`config.mk`:
```
export PLATFORM = sky130hd
export DESIGN_NAME = if_id_skid
export DESIGN_NICKNAME = d
export VERILOG_FILES = /design/src/rtl/if_id_skid_pkg.sv /design/src/rtl/if_id_skid_entry.sv /design/src/rtl/if_id_skid.sv
export SDC_FILE = /design/constraint.sdc
export NUM_CORES = 1
export LEC_CHECK = 0
export BUFFER_PORTS_ARGS = -buffer_cell sky130_fd_sc_hd__buf_2
export CAP_MARGIN = 30
export CORE_ASPECT_RATIO = 0.8
export CORE_UTILIZATION = 49
export CTS_BUF_LIST = sky130_fd_sc_hd__clkbuf_16
export CTS_CLUSTER_SIZE = 10
export DETAILED_ROUTE_END_ITERATION = 8
export HOLD_SLACK_MARGIN = 0.12
export PLACE_DENSITY = 0.76
export SLEW_MARGIN = 20
export SYNTH_ARGS = -nofsm -noshare
export SYNTH_HDL_FRONTEND = slang
export SYNTH_SLANG_ARGS = --single-unit
export TNS_END_PERCENT = 30
```
`constraint.sdc`:
```
create_clock -name clk -period 2.5 [get_ports clk]
set_input_delay 0 -clock clk [delete_from_list [all_inputs] [get_ports clk]]
set_output_delay 0 -clock clk [all_outputs]
set_load 0.01 [all_outputs]
```
`src/rtl/if_id_skid_pkg.sv`:
```
// Shared definitions for the fetch/decode skid stage.
//   INST_W_DEF / ADDR_W_DEF / INT_W_DEF : default field widths
//   NOP_INST_DEF                        : bubble instruction (addi x0,x0,0)
//   INT_NONE                            : empty interrupt flag vector
//   skid_state_e                        : occupancy encoded as {M.valid, S.valid}
package if_id_skid_pkg;

    localparam int INST_W_DEF = 32;
    localparam int ADDR_W_DEF = 32;
    localparam int INT_W_DEF  = 8;

    localparam logic [INST_W_DEF-1:0] NOP_INST_DEF = 32'h0000_0013;
    localparam logic [INT_W_DEF-1:0]  INT_NONE     = '0;

    typedef enum logic [1:0] {
        ST_EMPTY = 2'b00,
        ST_BAD   = 2'b01,
        ST_FULL1 = 2'b10,
        ST_FULL2 = 2'b11
    } skid_state_e;

endpackage

```
`src/rtl/if_id_skid_entry.sv`:
```
// pipe_entry_reg: valid bit plus payload register.
//   clk, rst : clock, synchronous active-high reset (valid=0, data=RST_VAL)
//   clear    : drop the valid bit, payload left as is (outputs mask it)
//   load     : capture data_d and mark valid
//   valid_q, data_q : registered entry
module pipe_entry_reg #(
    parameter int           W       = 1,
    parameter logic [W-1:0] RST_VAL = '0
) (
    input  logic         clk,
    input  logic         rst,
    input  logic         load,
    input  logic         clear,
    input  logic [W-1:0] data_d,
    output logic         valid_q,
    output logic [W-1:0] data_q
);

    always_ff @(posedge clk) begin
        if (rst) begin
            valid_q <= 1'b0;
            data_q  <= RST_VAL;
        end else if (clear) begin
            valid_q <= 1'b0;
        end else if (load) begin
            valid_q <= 1'b1;
            data_q  <= data_d;
        end
    end

endmodule

```
`src/rtl/if_id_skid.sv`:
```
// Fetch-to-decode pipeline stage with a 2-entry skid buffer.
// in_ready_o comes straight from a flop, so decode stalls never reach fetch
// combinationally.
//
// state  | meaning
// EMPTY  | nothing held, outputs show the NOP bubble
// FULL1  | M holds the beat presented to decode, S free
// FULL2  | M and S both hold beats, fetch is stalled
// BAD    | S without M; unreachable, recovers to EMPTY
//
// Ports:
//   clk, rst                 : clock, synchronous active-high reset
//   flush_i                  : drop all held and incoming beats
//   in_valid_i / in_ready_o  : fetch handshake
//   inst_i, inst_addr_i, int_flag_i : fetch beat payload
//   out_valid_o / out_ready_i: decode handshake
//   inst_o, inst_addr_o, int_flag_o : decode payload (NOP/0/0 when invalid)
module if_id_skid
    import if_id_skid_pkg::*;
#(
    parameter int                INST_W   = INST_W_DEF,
    parameter int                ADDR_W   = ADDR_W_DEF,
    parameter int                INT_W    = INT_W_DEF,
    parameter logic [INST_W-1:0] NOP_INST = NOP_INST_DEF
) (
    input  logic              clk,
    input  logic              rst,
    input  logic              flush_i,
    input  logic              in_valid_i,
    output logic              in_ready_o,
    input  logic [INST_W-1:0] inst_i,
    input  logic [ADDR_W-1:0] inst_addr_i,
    input  logic [INT_W-1:0]  int_flag_i,
    output logic              out_valid_o,
    input  logic              out_ready_i,
    output logic [INST_W-1:0] inst_o,
    output logic [ADDR_W-1:0] inst_addr_o,
    output logic [INT_W-1:0]  int_flag_o
);

    localparam int PW = INST_W + ADDR_W + INT_W;
    localparam logic [PW-1:0] PAYLOAD_RST = {NOP_INST, {ADDR_W{1'b0}}, {INT_W{1'b0}}};

    logic          m_valid, s_valid;
    logic [PW-1:0] m_data, s_data, in_data, m_data_d;
    logic          m_load, m_clear, m_from_skid;
    logic          s_load, s_clear, s_valid_next;
    logic          in_ready_q;
    logic          accept, consume;
    skid_state_e   state;

    assign in_data = {inst_i, inst_addr_i, int_flag_i};
    assign state   = skid_state_e'({m_valid, s_valid});
    assign accept  = in_valid_i & in_ready_q;
    assign consume = m_valid & out_ready_i;

    always_comb begin
        m_load      = 1'b0;
        m_clear     = 1'b0;
        m_from_skid = 1'b0;
        s_load      = 1'b0;
        s_clear     = 1'b0;
        if (flush_i) begin
            m_clear = 1'b1;
            s_clear = 1'b1;
        end else begin
            unique case (state)
                ST_EMPTY: m_load = accept;
                ST_FULL1: begin
                    if (consume && accept) m_load  = 1'b1;
                    else if (consume)      m_clear = 1'b1;
                    else if (accept)       s_load  = 1'b1;
                end
                ST_FULL2: begin
                    if (consume) begin
                        m_load      = 1'b1;
                        m_from_skid = 1'b1;
                        s_clear     = 1'b1;
                    end
                end
                ST_BAD: begin
                    m_clear = 1'b1;
                    s_clear = 1'b1;
                end
                default: ;
            endcase
        end
        m_data_d     = m_from_skid ? s_data : in_data;
        s_valid_next = s_load | (s_valid & ~s_clear);
    end

    // Ready tracks the S valid bit one-for-one, kept in its own flop.
    always_ff @(posedge clk) begin
        if (rst) in_ready_q <= 1'b1;
        else     in_ready_q <= ~s_valid_next;
    end

    pipe_entry_reg #(.W(PW), .RST_VAL(PAYLOAD_RST)) u_main (
        .clk     (clk),
        .rst     (rst),
        .load    (m_load),
        .clear   (m_clear),
        .data_d  (m_data_d),
        .valid_q (m_valid),
        .data_q  (m_data)
    );

    pipe_entry_reg #(.W(PW), .RST_VAL(PAYLOAD_RST)) u_skid (
        .clk     (clk),
        .rst     (rst),
        .load    (s_load),
        .clear   (s_clear),
        .data_d  (in_data),
        .valid_q (s_valid),
        .data_q  (s_data)
    );

    assign in_ready_o  = in_ready_q;
    assign out_valid_o = m_valid;
    assign inst_o      = m_valid ? m_data[PW-1 -: INST_W]           : NOP_INST;
    assign inst_addr_o = m_valid ? m_data[INT_W +: ADDR_W]          : '0;
    assign int_flag_o  = m_valid ? m_data[INT_W-1:0]                : INT_W'(INT_NONE);

endmodule
```
# Word level (Yosys, flattened, before mapping)
# Cells that the tools add are included.
[word_totals] out_inout_bits=74 ff_bits=147
[classes] bitwise=7 n_reduce_logical=6 n_eq_ne=3 mux=20
[ops] op="two-way mux 72 bit" n=1
[ops] op="two-way mux 32 bit" n=2
[ops] op="two-way mux 1 bit" n=13
[ops] op="two-way mux 8 bit" n=1
[ops] op="== test 2 bit, second input constant" n=2
[ops] op="one-hot mux 1 bit (2 select lines)" n=2
[ops] op="AND reduction 2 bit" n=2
[ops] op="OR reduction 2 bit" n=2
[ops] op="bitwise AND 1 bit" n=3
[ops] op="NOT 1 bit" n=3
[ops] op="one-hot mux 1 bit (3 select lines)" n=1
[ops] op="== test 2 x 1 -> 1 bit, second input constant" n=1
[ops] op="logical NOT 2 bit" n=1
[ops] op="logical AND 1 bit" n=1
[ops] op="bitwise OR 1 bit" n=1

# Depth between registers and ports, before layout
[depth] word_depth=8 ltp_mapped=11 ltp_nobuf=6

# Modules after synthesis
# Synthesis repeated with hierarchy kept, for this count alone.
[unflattened] cells_unflattened=842 area_unflattened_um2=8348.0
[by_module_without_submodules] module="pipe_entry_reg" area_each_um2=3269.4 seq_area_each_um2=1461.4 n_inst=2 cells_per_inst=330
[by_module_without_submodules] module="if_id_skid" area_each_um2=1809.2 seq_area_each_um2=20.0 n_inst=1 cells_per_inst=182

# Worst setup path after synthesis
# Ideal clock, no wire load.
[synth_timing] path_type="reg-to-reg" from="register u_main.valid_q" to="register u_main.data_q[0]" slack_ns=0.038 setup_ns=0.081 stages_incl_launch_ff=12 synth_period_minus_slack_ns=2.462 n_path_buf=5 t_arrival_ns=2.380 path_cell_list="dfxtp_1 -> clkbuf_1 -> clkbuf_1 -> inv_1 -> ha_1 -> inv_2 -> o31a_1 -> buf_2 -> and2_4 -> buf_6 -> buf_6 -> a211oi_2"
[synth_between] elab_chain_len=7 word_cells_on_any_way=18
[synth_rtl] element="start: declaration" line="if_id_skid_entry.sv:15" rtl="output logic valid_q,"
[synth_rtl] element="start signal: assignment" line="if_id_skid_entry.sv:21" rtl="valid_q <= 1'b0;"
[synth_rtl] element="start signal: assignment" line="if_id_skid_entry.sv:24" rtl="valid_q <= 1'b0;"
[synth_rtl] element="start signal: assignment" line="if_id_skid_entry.sv:26" rtl="valid_q <= 1'b1;"
[synth_rtl] element="bitwise AND 1 bit" line="if_id_skid.sv:55" rtl="assign consume = m_valid & out_ready_i;"
[synth_rtl] element="two-way mux 1 bit / logical AND 1 bit (equally long branches)" line="if_id_skid.sv:71, if_id_skid.sv:75, if_id_skid.sv:70"
[synth_rtl] element="two-way mux 1 bit" line="if_id_skid.sv:70" rtl="if (consume && accept) m_load = 1'b1;"
[synth_rtl] element="one-hot mux 1 bit (2 select lines)" line="if_id_skid.sv:67" rtl="unique case (state)"
[synth_rtl] element="two-way mux 1 bit" line="if_id_skid.sv:63" rtl="if (flush_i) begin"
[synth_rtl] element="NOT 1 bit (no line)"
[synth_rtl] element="AND reduction 2 bit (no line)"
[synth_rtl] element="end signal: assignment" line="if_id_skid_entry.sv:27" rtl="data_q <= data_d;"
[synth_rtl] element="end: declaration" line="if_id_skid_entry.sv:16" rtl="output logic [W-1:0] data_q"
# Parallel ways exist; a longest one is shown, timed or not.
# A chain may end at the register's enable or synchronous reset.

# Worst setup path after layout
[layout_timing] from="register u_main.valid_q" to="register u_main.data_q[63]"
# Same word-level chain as after synthesis.

==> summary.txt <==
Cells and area
  • Syn-to-layout area delta: 32.6%
  • Final Non-Filler Cells: 1137
  • Footprint of the multi-input gates: 3530 um^2
  • Layout cells sized above 1: 28.7%
  • Layout Cell Area excl Fill: 9050 um^2
  • FF/Latch Area: 2940 um^2
  • Fillers: 1079
  • Final Util: 66.6%
  • Nets: 1024

Clock network
  • Root Buffer: clkbuf_16
  • Worst-skew pair later-pin latency: 0.41 ns
  • CTS tree: built
  • Clk buf depth: 2
  • # hold bufs at CTS: 74
  • Clk slew on worst S/H paths: 0.06 ns
  • H-Tree Depth: 4
  • Clock sink total: 147
  • Post-CTS sizing: 0
  • Total CTS buffers: 17
  • Setup Fix Bufs, Post-CTS: 0

Placement
  • DP Wirelength: 10500 um
  • Placed Area: 7700 um^2
  • GPL Wtd Cong: 0.804
  • DP Cell Count: 1030
  • Place WS: 0.249 ns
  • PortBufs: 150

Timing
  • Worst Clk Skew: 0.00748 ns
  • Achievable frequency: 0.429 GHz
  • Final worst slack: 0.170 ns
  • Period utilization: 93.2%
  • RSZ-0062 raised after global routing: no
  • Setup violation total in the final timing report: 0
  • Final slew viol count: 0
  • Measured slew at the worst slew-check pin: 0.832 ns
  • Hold Slack: 0.136 ns
  • Hold Vio Cnt, Final: 0
  • Total negative setup slack: 0 ns
  • Minimum clock period: 2.33 ns
  • Max-Slew Margin vs Limit: 44.5%

Synth
  • Ranking of synthesized cells by area: dfxtp_1 43%, a211oi_2 12%, a21oi_1 10%, mux2i_1 10%, nand2_1 8.1%
  • Async SR Flop Fraction: 0%
  • Syn Nets: 837
  • Avg Cell Area, Syn: 9.03 um^2
  • Synth Instances: 756
  • Top cells by count, synth: 147 x dfxtp_1, 147 x nand2_1, 141 x a21oi_1
  • Post-synth EDFFs: 0
  • Synth Register Bits: 147
  • Yosys warning count: 0
  • Largest area contributor in the netlist: dfxtp_1
  • Top cell type's share of synthesized area: 43.1%
  • Post-synthesis cell type count: 28
  • Post-Syn Area: 6830 um^2
  • Top_reg_cell synth: dfxtp_1
  • Register area share after synthesis: 43.1%

Drt
  • Post-Route WL: 18000 um
  • DRT Pass-1 Iters: 5
  • Via count: 6077
  • DR WL/cell: 15.8 um
  • Drc violations: 0
  • Via-per-instance ratio: 5.34
  • Initial DRC count: 470
  • Post-route ant nets: 0

Run
  • Max-cap violations: 0

Global route
  • Largest net degree at the start of global routing: 89
  • First-pass GRT wire length: 29400 um
  • GRT Resource Usage Total: 25.5%
  • Vias in the first global route: 5908
  • Initial antenna violation count: 0
  • Grt ovf: 0

Die
  • Initial Util: 50.2%
  • Die Y: 108 um
  • Core Box Area: 13600 um^2
  • Die ar.: 14400 um^2
  • Die X: 134 um
  • # rows: 38
  • I/O Pins: 151

Critical path
  • Crit Path Class: reg -> reg
  • Critical-path cell list: buf_4, and3_1, a221o_2, buf_4, a21oi_1, a211oi_2
  • Worst path bufs/invs: 2
  • CP arrival: 2.65 ns
  • CP Launch Type: flip-flop
  • Crit Path Max Fanout: 48
  • WP data required: 2.82 ns
  • Delay-heaviest family, CP: buffers and inverters
  • CP peak stage delay: 0.54 ns
  • CP max-delay cell: dfxtp_2
  • Setup crit end kind: flip-flop
  • Most common cell on crit path: buf_4

Power
  • Pwr per Cell Area: 640 nW/um^2
  • Power Total: 5.80 mW
  • Max VDD drop: 0.000550 V
  • Leakage: 4.01 nW

Run status
  • Outcome: complete, no violations

Min path
  • Hold Crit Class: in -> reg
-- state kept, by name, indices dropped and copies added, names as in the netlist --
register,flops
u_main.valid_q,1
in_ready_o,1
u_skid.valid_q,1
u_skid.data_q,72
u_main.data_q,72
-- area by class of cell --
cell class,instances,area share (%)
Clock buffer,17,4.70
Multi-Input combinational cell,533,38.9
Tap cell,180,2.49
Sequential cell,147,32.5
Timing Repair Buffer,240,19.1
Inverter,4,0.166
Antenna cell,1,0.0276
Clock inverter,15,2.05
-- power by group --
part | internal, mW | switching [mW]
clock network | 1.58 | 1.03
registers | 2.45 | 0.0531
logic | 0.310 | 0.373
-- cells in the final DEF, fill, tap and decap left out, types with 2 or more instances in the layout --
cell type | synthesis | routed
and3_1 | 3 | 2
buf_2 | 7 | 149
mux2i_1 | 69 | 69
bufinv_16 | 0 | 3
a211oi_1 | 5 | 5
clkinv_4 | 0 | 5
and2_1 | 70 | 70
nand2_1 | 147 | 147
dfxtp_1 | 147 | 146
nand2b_1 | 4 | 4
nor2_1 | 5 | 5
dlygate4sd3_1 | 0 | 74
clkbuf_16 | 0 | 17
inv_1 | 3 | 4
a21oi_1 | 141 | 141
clkinvlp_4 | 0 | 3
mux2_2 | 3 | 3
a2111oi_0 | 2 | 2
buf_4 | 1 | 7
o21ai_0 | 2 | 2
buf_12 | 0 | 9
a211oi_2 | 67 | 67
ha_1 | 4 | 4
nand3b_1 | 3 | 3
-- logic make-up (layout without fill, tap and decap cells) --
| kind of cell | after synthesis | count (layout) | synth area share [%] |
|---|---|---|---|
| and+or+nand+nor | 237 | 237 | 16.2 |
| AOI/OAI and AO/OA | 220 | 220 | 23.9 |
| DFF | 147 | 147 | 43.1 |
| buffers and inverters | 76 | 276 | 5.35 |
| muxes | 72 | 72 | 10.6 |
| adders and majority gates | 4 | 4 | 0.733 |
| other | 0 | 1 | 0 |
-- routing by layer --
metal / GRT usage (%) / routed length (um) / vias to the layer above
met5: 0 / 0 / -
met4: 9.25 / 291 / 0
met3: 4.33 / 760 / 23
met2: 40.8 / 8360 / 159
met1: 34.5 / 8610 / 2909
li1: - / - / 2986
-- worst register-to-register path, delay by kind of cell (launching register included) --
kind | cells | cell delay [ns]
buffers and inverters | 2 | 0.88
AO/OA/AOI/OAI | 3 | 0.56
flip-flops | 1 | 0.54
AND/OR/NAND/NOR | 1 | 0.26
-- worst paths after layout --
path	from	end	slack, ns	cells after the start
max	u_main.valid_q	u_main.data_q[63]	0.17	6
min	in_valid_i	u_skid.valid_q	0.14	4
max reg2reg	u_main.valid_q	u_main.data_q[63]	0.17	6
min reg2reg	u_skid.data_q[16]	u_skid.data_q[16]	0.45	2
No activity file was read; power rests on OpenSTA's default activity.
